===== src/rtl/hmr_pkg.sv =====
// Shared types for the HMR recovery sequencer.
// State encoding of the recovery FSM.
package hmr_pkg;

  typedef enum logic [2:0] {
    REC_IDLE,
    REC_HALT,
    REC_RF,
    REC_CSR,
    REC_PC,
    REC_RESUME,
    REC_DONE
  } rec_state_e;

endpackage


===== src/rtl/hmr_recovery_seq.sv =====
// HMR recovery sequencer: halts the lockstepped cores, restores
// RF, CSRs and PC from the backup store, then releases them.
module hmr_recovery_seq
  import hmr_pkg::*;
#(
  parameter int unsigned NumCores  = 3,
  parameter int unsigned NumRegs   = 32,
  parameter int unsigned NumCsrs   = 4,
  parameter int unsigned DataWidth = 32
) (
  input  logic                 clk_i,
  input  logic                 rst_i,
  input  logic                 recovery_request_i,
  output logic                 recovery_finished_o,
  output logic                 debug_req_o,
  input  logic [NumCores-1:0]  core_halted_i,
  output logic                 debug_resume_o,
  output logic                 backup_freeze_o,
  output logic                 backup_sel_o,
  output logic [$clog2((NumRegs > NumCsrs) ? NumRegs : NumCsrs)-1:0]
                               backup_raddr_o,
  input  logic [DataWidth-1:0] backup_rdata_i,
  input  logic [DataWidth-1:0] backup_pc_i,
  output logic                 rf_we_o,
  output logic [$clog2(NumRegs)-1:0] rf_waddr_o,
  output logic [DataWidth-1:0] rf_wdata_o,
  output logic                 csr_we_o,
  output logic [$clog2(NumCsrs)-1:0] csr_idx_o,
  output logic [DataWidth-1:0] csr_wdata_o,
  output logic                 pc_we_o,
  output logic [DataWidth-1:0] pc_wdata_o
);

  localparam int unsigned AW =
    $clog2((NumRegs > NumCsrs) ? NumRegs : NumCsrs);
  localparam int unsigned RW = $clog2(NumRegs);
  localparam int unsigned CW = $clog2(NumCsrs);
  localparam logic [AW-1:0] RfLast  = AW'(NumRegs - 1);
  localparam logic [AW-1:0] CsrLast = AW'(NumCsrs - 1);

  rec_state_e    state_q, state_d;
  logic [AW-1:0] cnt_q, cnt_d;
  logic          wv_q, wv_d;
  logic          wsel_q, wsel_d;
  logic [AW-1:0] wa_q, wa_d;
  logic          rd_en;
  logic          abortable;

  always_ff @(posedge clk_i) begin
    if (rst_i) begin
      state_q <= REC_IDLE;
      cnt_q   <= '0;
      wv_q    <= 1'b0;
      wsel_q  <= 1'b0;
      wa_q    <= '0;
    end else begin
      state_q <= state_d;
      cnt_q   <= cnt_d;
      wv_q    <= wv_d;
      wsel_q  <= wsel_d;
      wa_q    <= wa_d;
    end
  end

  assign abortable = (state_q == REC_HALT) ||
                     (state_q == REC_RF)   ||
                     (state_q == REC_CSR)  ||
                     (state_q == REC_PC);

  always_comb begin
    state_d             = state_q;
    cnt_d               = cnt_q;
    wv_d                = 1'b0;
    wsel_d              = wsel_q;
    wa_d                = wa_q;
    rd_en               = 1'b0;
    backup_sel_o        = 1'b0;
    debug_req_o         = 1'b0;
    debug_resume_o      = 1'b0;
    recovery_finished_o = 1'b0;
    pc_we_o             = 1'b0;
    unique case (state_q)
      REC_IDLE: begin
        cnt_d = '0;
        if (recovery_request_i) state_d = REC_HALT;
      end
      REC_HALT: begin
        debug_req_o = 1'b1;
        if (&core_halted_i) begin
          state_d = REC_RF;
          cnt_d   = AW'(1);
        end
      end
      REC_RF: begin
        debug_req_o = 1'b1;
        rd_en       = 1'b1;
        wv_d        = 1'b1;
        wsel_d      = 1'b0;
        wa_d        = cnt_q;
        if (cnt_q == RfLast) begin
          state_d = REC_CSR;
          cnt_d   = '0;
        end else begin
          cnt_d = cnt_q + AW'(1);
        end
      end
      REC_CSR: begin
        debug_req_o  = 1'b1;
        rd_en        = 1'b1;
        backup_sel_o = 1'b1;
        wv_d         = 1'b1;
        wsel_d       = 1'b1;
        wa_d         = cnt_q;
        if (cnt_q == CsrLast) begin
          state_d = REC_PC;
          cnt_d   = '0;
        end else begin
          cnt_d = cnt_q + AW'(1);
        end
      end
      REC_PC: begin
        debug_req_o = 1'b1;
        pc_we_o     = 1'b1;
        state_d     = REC_RESUME;
      end
      REC_RESUME: begin
        debug_resume_o = 1'b1;
        if (~|core_halted_i) state_d = REC_DONE;
      end
      REC_DONE: begin
        recovery_finished_o = 1'b1;
        state_d             = REC_IDLE;
      end
      default: state_d = REC_IDLE;
    endcase
    // Dropped request kills the sequence and the pending write.
    if (abortable && !recovery_request_i) begin
      state_d = REC_IDLE;
      cnt_d   = '0;
      wv_d    = 1'b0;
    end
  end

  assign backup_freeze_o = (state_q != REC_IDLE);
  assign backup_raddr_o  = rd_en ? cnt_q : '0;

  assign rf_we_o    = wv_q & ~wsel_q;
  assign rf_waddr_o = rf_we_o ? wa_q[RW-1:0] : '0;
  assign rf_wdata_o = rf_we_o ? backup_rdata_i : '0;

  assign csr_we_o    = wv_q & wsel_q;
  assign csr_idx_o   = csr_we_o ? wa_q[CW-1:0] : '0;
  assign csr_wdata_o = csr_we_o ? backup_rdata_i : '0;

  assign pc_wdata_o = pc_we_o ? backup_pc_i : '0;

endmodule


===== config.mk =====
export PLATFORM = sky130hd
export DESIGN_NAME = hmr_recovery_seq
export DESIGN_NICKNAME = d
export VERILOG_FILES = /design/src/rtl/hmr_pkg.sv /design/src/rtl/hmr_recovery_seq.sv
export SDC_FILE = /design/constraint.sdc
export NUM_CORES = 1
export LEC_CHECK = 0
export ABC_AREA = 1
export CAP_MARGIN = 20
export CORE_MARGIN = 1.5
export CORE_UTILIZATION = 24
export DETAILED_ROUTE_END_ITERATION = 8
export PLACE_DENSITY = 0.84
export SYNTH_ARGS = -nofsm -noshare
export SYNTH_HDL_FRONTEND = slang
export SYNTH_SLANG_ARGS = --single-unit

===== constraint.sdc =====
create_clock -name clk_i -period 1.65 [get_ports clk_i]
set_clock_uncertainty 0.15 [all_clocks]
set_input_delay 0.33 -clock clk_i [delete_from_list [all_inputs] [get_ports clk_i]]
set_output_delay 0.33 -clock clk_i [all_outputs]
set_load 0.01 [all_outputs]

==> run_results.csv <==
group,metric,value,unit
floorplanning,die_w,81.8,um
sta,slew-limit-headroom,0.825,
layout,diodes,0,
synthesis,dominantRegCellSynth,"dfxtp_1",
sta,fin_crit_sh,1.11,
detailed_routing,firstDrtPassIters,4,
synthesis,async_flop_share,0,
sta,fmax,544,MHz
detailed_routing,drt_iter0_markers,47,
worst_hold_path,hp-class,"reg -> reg",
place,gp_congestion,0.843,
setup_path,cp_slowest_stage_delay,360,ps
power,total_power,2.66,mW
global_route,antenna_found_initial,0,
detailed_routing,wl_met2,4.43,mm
synthesis,synth_cell_types,23,
clocking,cts_max_level,1,
floorplanning,initial_core_util,0.250,
power,p_int,1.53,mW
power,cellPowerDensity,678,nW/um^2
power,power.switching,1.13,mW
status,status,"finished with violations",
sta,layout_setup_ws,-188,ps
place,io_buffers,185,
detailed_routing,viasPerCell,4.37,
place,dp_slack,-478,ps
layout,final_cell_area,3920,um^2
layout,drive_gt1_frac,0.481,
setup_path,worstPathArrival,1360,ps
floorplanning,dieArea,6690,um^2
sta,finalSetupTns,-5120,ps
synthesis,synth_seq_cells,15,
synthesis,yosysSeqAreaShare,0.202,
layout,n_fill_cell,481,
setup_path,critical_path_required,1170,ps
detailed_routing,wl_met1,2.56,mm
detailed_routing,drc,0,
power,clkPwrFrac,0.113,
detailed_routing,dr_total_vias,2660,
setup_path,start_kind,"flip-flop",
sta,slew_viol_final,0,
setup_path,cp_num_buf_inv,3,
layout,syn2layout_area_growth,163,%
global_route,grt_pass1_wl,10.3,mm
power,power.leakage,2.27,nW
global_route,first_global_vias,2332,
floorplanning,die_h,81.8,um
synthesis,synth_edf_count,0,
clocking,root_buffer,"clkbuf_8",
clocking,insertion_delay,250,ps
global_route,overflow,0,
sta,rsz0062_at_grt,"true",
sta,worst_pin_slew,261,ps
detailed_routing,ant_nets,0,
layout,multiInputGateArea,1150,um^2
power,irDropWorstVdd,0.361,mV
setup_path,worstPathMaxFanout,6,
place,hpwl,5.74,mm
synthesis,ys.warnings.count,0,
sta,finalHoldViolCount,0,
synthesis,avgSynthCellArea,4.88,um^2
global_route,grt_max_degree,36,
detailed_routing,wl_met3,809,um
floorplanning,pin_count,186,
setup_path,path_cells,"nor2_4 > nand2_4 > buf_6 > buf_12 > nor2_4 > buf_6",
power,pwr-share-comb,0.703,
place,post_dp_cell_area,3650,um^2
worst_hold_path,worstHoldStart,"wa_q[2]$_SDFFE_PP0N_",
worst_hold_path,worst_hold_path.endpoint,"wa_q[2]$_SDFFE_PP0N_",
clocking,tritoncts,"yes",
global_route,grtUsageTotal,0.198,
clocking,numCtsBuffers,3,
place,placed_cells,583,
clocking,cts_hold_buf,0,
synthesis,syn_area,1490,um^2
synthesis,synth_cells,305,
setup_path,reg2reg_from,"cnt_q[0]$_SDFFE_PP0P_",
setup_path,path_class,"reg -> out",
floorplanning,rows,28,
sta,fin_crit,1840,ps
status,violations,"setup timing",
clocking,clk_path_buf_depth,2,
layout,fin_cells,609,
detailed_routing,wl,8.09,mm
setup_path,reg2reg_setup_slack,-50,ps
flow_run,cap_viol_max_count,0,
power,pwr-share-seq,0.184,
clocking,numClockSinks,15,
setup_path,cpMaxStageDelayCell,"dfxtp_4",
power,switching_share,0.426,
detailed_routing,dr.max_layer_used,"met4",
synthesis,synth_nets,377,
layout,finalNetCount,607,
layout,seqCellArea,318,um^2
setup_path,crit_family,"buffers and inverters",
detailed_routing,wl_per_cell,13.3,um
sta,setup_violations,80,
clocking,clk_pin_slew,70,ps
setup_path,end_kind,"output port",
setup_path,r2r_cells,11,
floorplanning,core_area,5960,um^2
setup_path,rr_endpoint,"state_q[1]$_SDFFE_PP0P_",
worst_hold_path,hold_depth,2,
[cell usage in the layout, fill, tap and decap left out, types with 3 or more instances in the layout]
| cell type | instances |
|---|---|
| buf_2 | 91 |
| nand2_1 | 18 |
| dfxtp_1 | 7 |
| dfxtp_4 | 3 |
| buf_4 | 31 |
| dfxtp_2 | 5 |
| nor2_1 | 75 |
| nand3_2 | 4 |
| nand2_2 | 6 |
| a21oi_1 | 5 |
| clkbuf_8 | 3 |
| buf_12 | 6 |
| buf_6 | 34 |
| inv_1 | 82 |
| clkdlybuf4s50_1 | 69 |
| nor2_4 | 24 |
| inv_2 | 6 |
| nand3_1 | 7 |
| nor2_2 | 25 |
| nand2_4 | 6 |
[through the flow]
| stage | hold WS (ps) | util |
|---|---|---|
| 5_1_grt | 341 | 0.658 |
| 3_5_place_dp | 305 | 0.613 |
| 4_1_cts | 313 | 0.607 |
| 3_3_place_gp | 295 | 0.613 |
| 6_report | 319 | 0.658 |
| 2_1_floorplan | 249 | - |
[synth_stat cells (2+ instances only)]
master / n / area [um^2]
a21oi_1: 6 / 30.0
o21a_1: 2 / 15.0
nand3_1: 11 / 55.1
nand4_1: 2 / 12.5
nand2_2: 2 / 12.5
buf_1: 3 / 11.3
inv_2: 4 / 15.0
inv_1: 88 / 330
clkbuf_1: 6 / 22.5
o21ai_0: 3 / 15.0
xor2_1: 2 / 17.5
nor2_1: 123 / 462
nand2_1: 28 / 105
dfxtp_1: 15 / 300
ha_1: 2 / 25.0
[how the worst max path moves through the flow]
stage | start | slack [ps] | to | depth (start not counted)
after detailed placement | backup_rdata_i[16] | -480 | rf_wdata_o[16] | 4
final | state_q[1]$_SDFFE_PP0P_ | -190 | pc_wdata_o[7] | 6
after global routing | state_q[1]$_SDFFE_PP0P_ | -220 | pc_wdata_o[7] | 6
after floorplan | cnt_q[0]$_SDFFE_PP0P_ | 60 | state_q[0]$_SDFFE_PP0P_ | 11
after CTS | state_q[1]$_SDFFE_PP0P_ | -160 | pc_wdata_o[11] | 5
after global placement | backup_rdata_i[16] | -480 | rf_wdata_o[16] | 4
[worst reg2reg max path, delay by kind of cell (launching register included)]
kind	cells	cell delay (ps)
and+or+nand+nor	7	660
DFF	1	360
adders and majority gates	2	350
buffers and inverters	2	80
[sequential cells by signal, summed over array words and instances (netlist names)]
name     flops
cnt_q        5
wa_q         5
state_q      3
wsel_q       1
wv_q         1
[power by group through the flow]
stage	clock network [mW]	registers [mW]	logic, mW
3_5_place_dp	0	0.461	1.44
5_1_grt	0.319	0.491	1.99
3_3_place_gp	0	0.458	1.41
4_1_cts	0.302	0.479	1.60
2_1_floorplan	0	0.451	0.588
6_report	0.300	0.488	1.87
[routing by layer]
layer,track usage,up-vias
met4,0.0678,0
met5,0,-
met2,0.416,149
met3,0.0522,24
met1,0.177,1180
li1,-,1307
[layout make-up]
class / count / area share
clock inverters: 1 / 0.00128
repair buffers: 235 / 0.498
well taps: 75 / 0.0239
multi-input cells: 188 / 0.293
clock buffers: 3 / 0.0105
inverters: 92 / 0.0920
flip-flops and latches: 15 / 0.0811
[cell families after synthesis]
group / count (synthesis) / share of synthesized area
simple gates: 169 / 0.450
fa+ha+maj: 2 / 0.0168
flops: 15 / 0.202
compound gates: 15 / 0.0605
xor+xnor: 2 / 0.0118
buf+inv: 102 / 0.260
[what timing repair did]
action,CTS,global route
setup endpoints to repair,119,96
gates cloned,3,0
gates resized for setup,525,98
pin swaps,6,19
setup buffers,12,8
No activity file was read; power rests on OpenSTA's default activity.
==> patch 1, RTL diff (same settings) <==
`NumCsrs`: 4 -> 8.
--- a/src/rtl/hmr_recovery_seq.sv
+++ b/src/rtl/hmr_recovery_seq.sv
@@ -5,7 +5,7 @@
 #(
   parameter int unsigned NumCores  = 3,
   parameter int unsigned NumRegs   = 32,
-  parameter int unsigned NumCsrs   = 4,
+  parameter int unsigned NumCsrs   = 8,
   parameter int unsigned DataWidth = 32
 ) (
   input  logic                 clk_i,
Interface: changed (resized csr_idx_o); port bits go from 186 to 187. No check against the original RTL was run, so the function may have changed too.
==> patch 1 against the unedited design <==
  * The flow still finishes with violations (setup timing)
  * Total power shrank 1.3%
  * First-iteration DRC count grew 130%
  * Sequential power shrank 3%
  * Worst setup slack lost 0.0071 ns
  * Via count grew 4.0%
  * Critical path type unchanged
  * Count of clock-buffer cells in the layout is the same
  * Hold slack lost 0.011 ns
  * Routed wire length grew 18%
  * Area after synthesis shrank 1.2%
  * Design area grew 13%
  * Sequential cell count is the same
==> patch 1: results (changes against the unedited design) <==
Pre-CTS WS - -0.3822 ns (+0.09548 ns)
Setup violations, final - 102 (+28%)
Seq cells - 15 (unchanged)
Post-synth top cells - 120 x nor2_1, 91 x inv_1, 29 x nand2_1, 15 x dfxtp_1, 7 x a21oi_1
Outcome - complete, but fails checks
Internal cell power - 1491 µW (-2.3%)
Vias - 2766 (+4.0%)
Post-Syn Nets - 373 (-1.1%)
DP HPWL - 5.912 mm (+2.9%)
Hold WS - 0.3086 ns (-0.01071 ns)
Drt via density - 4.520 (+3.5%)
First-pass GRT wire length - 11.54 mm (+12%)
Nets@finish - 610 (+0.49%)
Largest net degree at the start of global routing - 27 (-25%)
Failing checks - setup timing
Vias in the first global route - 2390 (+2.5%)
Synth cell types - 24 (+4.3%)
Syn Inst Count - 301 (-1.3%)
Reg-to-Reg Start - cnt_q[1]$_SDFFE_PP0P_
Critical Path End - rf_wdata_o[26]
Post-route minimum period - 1.845 ns (+0.007134 ns)
Multi-input gate area - 0.001359 mm² (+18%)
Placed Cells incl. Taps - 587 (+0.69%)
Layout cells sized above 1 - 57.17% (+9.0 points)
Clock buf/inv share - 1.050% (-0.13 points)
FILL cells - 403 (-16%)
PnR worst setup slack - -0.1948 ns (-0.007134 ns)
Sequential cell area share - 7.262% (-0.85 points)
R2R setup slack - 0 ns (+0.05 ns)
Total Routing Usage GR - 22.21% (+2.4 points)
Multi-input combinational area share - 30.81% (+1.5 points)
Initial DRC Count - 109 (+130%)
Bufs w/o clock - 242 (+3.0%)
-- patch 1: cell count changes in the layout (fill, tap and decap cells not counted), sizes merged, moves of 2 or more --
cell	unedited run	this run
buf	164	170
nand3	11	7
nand2	30	32
nor2	124	121
o21ai	3	5
-- patch 1: per-layer routing --
| layer | vias to the layer above | global-route usage (%) | share of wire (%) |
|---|---|---|---|
| met5 | - | 0 | 0 |
| met4 | 0 | 5.345 | 4.0 |
| met3 | 35 | 5.393 | 6.4 |
| met2 | 122 | 43.39 | 56 |
| met1 | 1291 | 23.40 | 34 |
| li1 | 1318 | - | - |
-- patch 1: cell families after synthesis --
group,count (synthesis),synth area share [%]
adders and majority gates,2,1.700
AOI/OAI and AO/OA,18,7.653
DFF,15,20.41
xor gates and xnor gates,1,0.5953
and+or+nand+nor,163,43.54
buffers and inverters,102,26.10
-- patch 1: what timing repair did --
item / in CTS / in global routing
buffers inserted: 5 / 7
endpoints found under the setup margin: 119 / 123
resized for setup: 556 / 190
cloned: 6 / 3
pin swaps: 3 / 12
-- patch 1: how the worst min path moves through the flow --
stage,start,endpoint,cells past startpoint
2_1_floorplan,rst_i,wa_q[1]$_SDFFE_PP0N_,1
6_report,wa_q[4]$_SDFFE_PP0N_,wa_q[4]$_SDFFE_PP0N_,2
3_5_place_dp,wa_q[4]$_SDFFE_PP0N_,wa_q[4]$_SDFFE_PP0N_,2
5_1_grt,wa_q[4]$_SDFFE_PP0N_,wa_q[4]$_SDFFE_PP0N_,2
4_1_cts,wa_q[4]$_SDFFE_PP0N_,wa_q[4]$_SDFFE_PP0N_,2
3_3_place_gp,wa_q[4]$_SDFFE_PP0N_,wa_q[4]$_SDFFE_PP0N_,2
==> patch 2, RTL diff (same settings) <==
Made on the original files. Re-encode `rec_state_e` (7 states) as one-hot, 7 bits wide.
--- a/src/rtl/hmr_pkg.sv
+++ b/src/rtl/hmr_pkg.sv
@@ -2,14 +2,14 @@
 // State encoding of the recovery FSM.
 package hmr_pkg;
 
-  typedef enum logic [2:0] {
-    REC_IDLE,
-    REC_HALT,
-    REC_RF,
-    REC_CSR,
-    REC_PC,
-    REC_RESUME,
-    REC_DONE
+  typedef enum logic [6:0] {
+    REC_IDLE   = 7'b0000001,
+    REC_HALT   = 7'b0000010,
+    REC_RF     = 7'b0000100,
+    REC_CSR    = 7'b0001000,
+    REC_PC     = 7'b0010000,
+    REC_RESUME = 7'b0100000,
+    REC_DONE   = 7'b1000000
   } rec_state_e;
 
 endpackage
Function: no difference found for any inputs over 10 cycles, from zero or initial values and one cycle with rst_i high; not proved beyond that.
==> patch 2 against the unedited design <==
  * The run still ends with setup timing left
  * Routed wire length increased by 46%
  * Sequential share of layout area decreased by 0.80 points
  * Design area increased by 41%
  * Sequential cell count increased by 4
  * Worst setup slack got worse by 0.17 ns
  * First-iteration DRC count increased to 4.1 times the old value
  * Area after synthesis increased by 19%
  * Total power decreased by 21%
  * Hold slack got worse by 0.0040 ns
  * Non-clock buffer count increased by 47
  * Critical path type unchanged
==> patch 2: results (changes against the unedited design) <==
Global-route met2 utilization - 46.69% (+5.1 points)
Top flop regs - state_q x7, cnt_q x5, wa_q x5
Sequential power - 517 µW (+5.9%)
Vias in the first global route - 3114 (+34%)
Total Routing Usage GR - 22.20% (+2.4 points)
Origin of the worst setup path - state_q[3]$_SDFFE_PP0P_
First-pass GRT wire length - 13.74 mm (+33%)
Worst skew pair latency - 0.28 ns (+0.03 ns)
Internal cell power - 1247 µW (-18%)
Peak supply drop - 380.0 µV (+5.3%)
Finished Layout Cells - 732 (+20%)
Setup violations, final - 126 (+57%)
CP max stage delay - 0.37 ns
FILL cells - 412 (-14%)
Synth cell types - 21 (-8.7%)
Failing checks - setup timing
Post-synthesis sequential area ratio - 21.53% (+1.4 points)
Placed Cells incl. Taps - 672 (+15%)
WL per Instance - 16.19 µm (+22%)
Worst Max-Slew Pin Slew - 0.2939 ns (+0.03242 ns)
Hold Path Origin - wa_q[3]$_SDFFE_PP0N_
Clock Pin Slew Worst Setup and Hold Paths - 0.09 ns (+0.02 ns)
Comb pwr share - 58.0% (-12 points)
Worst reg2reg path depth - 9 (-2)
Dpl cell area - 0.004086 mm² (+12%)
DP HPWL - 6.367 mm (+11%)
Static Leakage - 0.002722 µW (+20%)
Reg-to-Reg Start - cnt_q[2]$_SDFFE_PP0P_
Area contributors post-synth - nor2_1 27%, dfxtp_1 22%, inv_1 20%
PnR worst setup slack - -0.3578 ns (-0.1701 ns)
Post-Syn Nets - 424 (+12%)
Largest net degree at the start of global routing - 18 (-50%)
Grt met1 use - 20.40% (+2.7 points)
Grt met3 use - 3.731% (-1.5 points)
Outcome - complete, but fails checks
Initial DRC Count - 193 (+310%)
Met1 WL - 3.798 mm (+48%)
Top routing layer in use - met4
Synth warn - 0 (unchanged)
WP data arrival - 1.53 ns (+0.17 ns)
Layout cells sized above 1 - 63.03% (+15 points)
Met2 WL - 6.549 mm (+48%)
Syn avg cell area - 5.019 µm² (+2.8%)
Post-synth top cells - 128 x nor2_1, 95 x inv_1, 43 x nand2_1, 19 x dfxtp_1, 17 x a21oi_1
## patch 2: changes by cell type after synthesis, sizes merged, moves of 2 or more
cell	before	now
nand3	11	16
inv	92	98
xor2	2	0
nor2	124	133
nand2	30	48
dfxtp	15	19
o21a	2	0
o21ai	3	0
a21oi	7	18
## patch 2: cell type report
cell class	count	area [µm²]	area share [%]
clock inverter	1	5.005	0.09052
clock buffer	3	41.29	0.7468
timing repair buffer	282	2703	48.88
sequential	19	404.1	7.309
multi-input combinational	225	1799	32.54
inverter	98	397.9	7.196
tap	99	123.9	2.240
timing repair inverter	5	55.05	0.9957
## patch 2: per-stage QoR
stage	total power (µW)	setup slack [ns]	utilization (%)	setup TNS, ns
floorplan	853.6	-0.01806	-	-0.3611
global route	2183	-0.3945	77.05	-32.13
finish	2091	-0.3578	77.05	-26.19
detailed placement	1324	-0.5583	56.95	-43.38
global placement	1308	-0.4895	56.95	-40.69
CTS	1781	-0.2960	62.39	-19.28
## patch 2: worst paths after layout
check | slack [ns] | to
max | -0.36 | backup_raddr_o[4]
min reg2reg | 0.32 | wa_q[3]$_SDFFE_PP0N_
min | 0.32 | wa_q[3]$_SDFFE_PP0N_
max reg2reg | -0.17 | state_q[4]$_SDFFE_PP0P_
## patch 2: cell families (layout without fill, tap and decap cells)
kind of cell             after synthesis  count (layout)  share of synthesized area (%)
adder cells (fa/ha/maj)                2               2                          1.416
XOR/XNOR                               1               1                         0.4958
AO/OA/AOI/OAI                         18              18                          5.312
flip-flops                            19              19                          21.53
AND/OR/NAND/NOR                      203             204                          47.31
buffers and inverters                109             389                          23.94
## patch 2: timing repair
action,4_1_cts,5_1_grt
cloned,9,3
pin swaps,16,24
resized for setup,607,232
setup endpoints to repair,129,129
buffers inserted,27,22
hold buffers,0,0
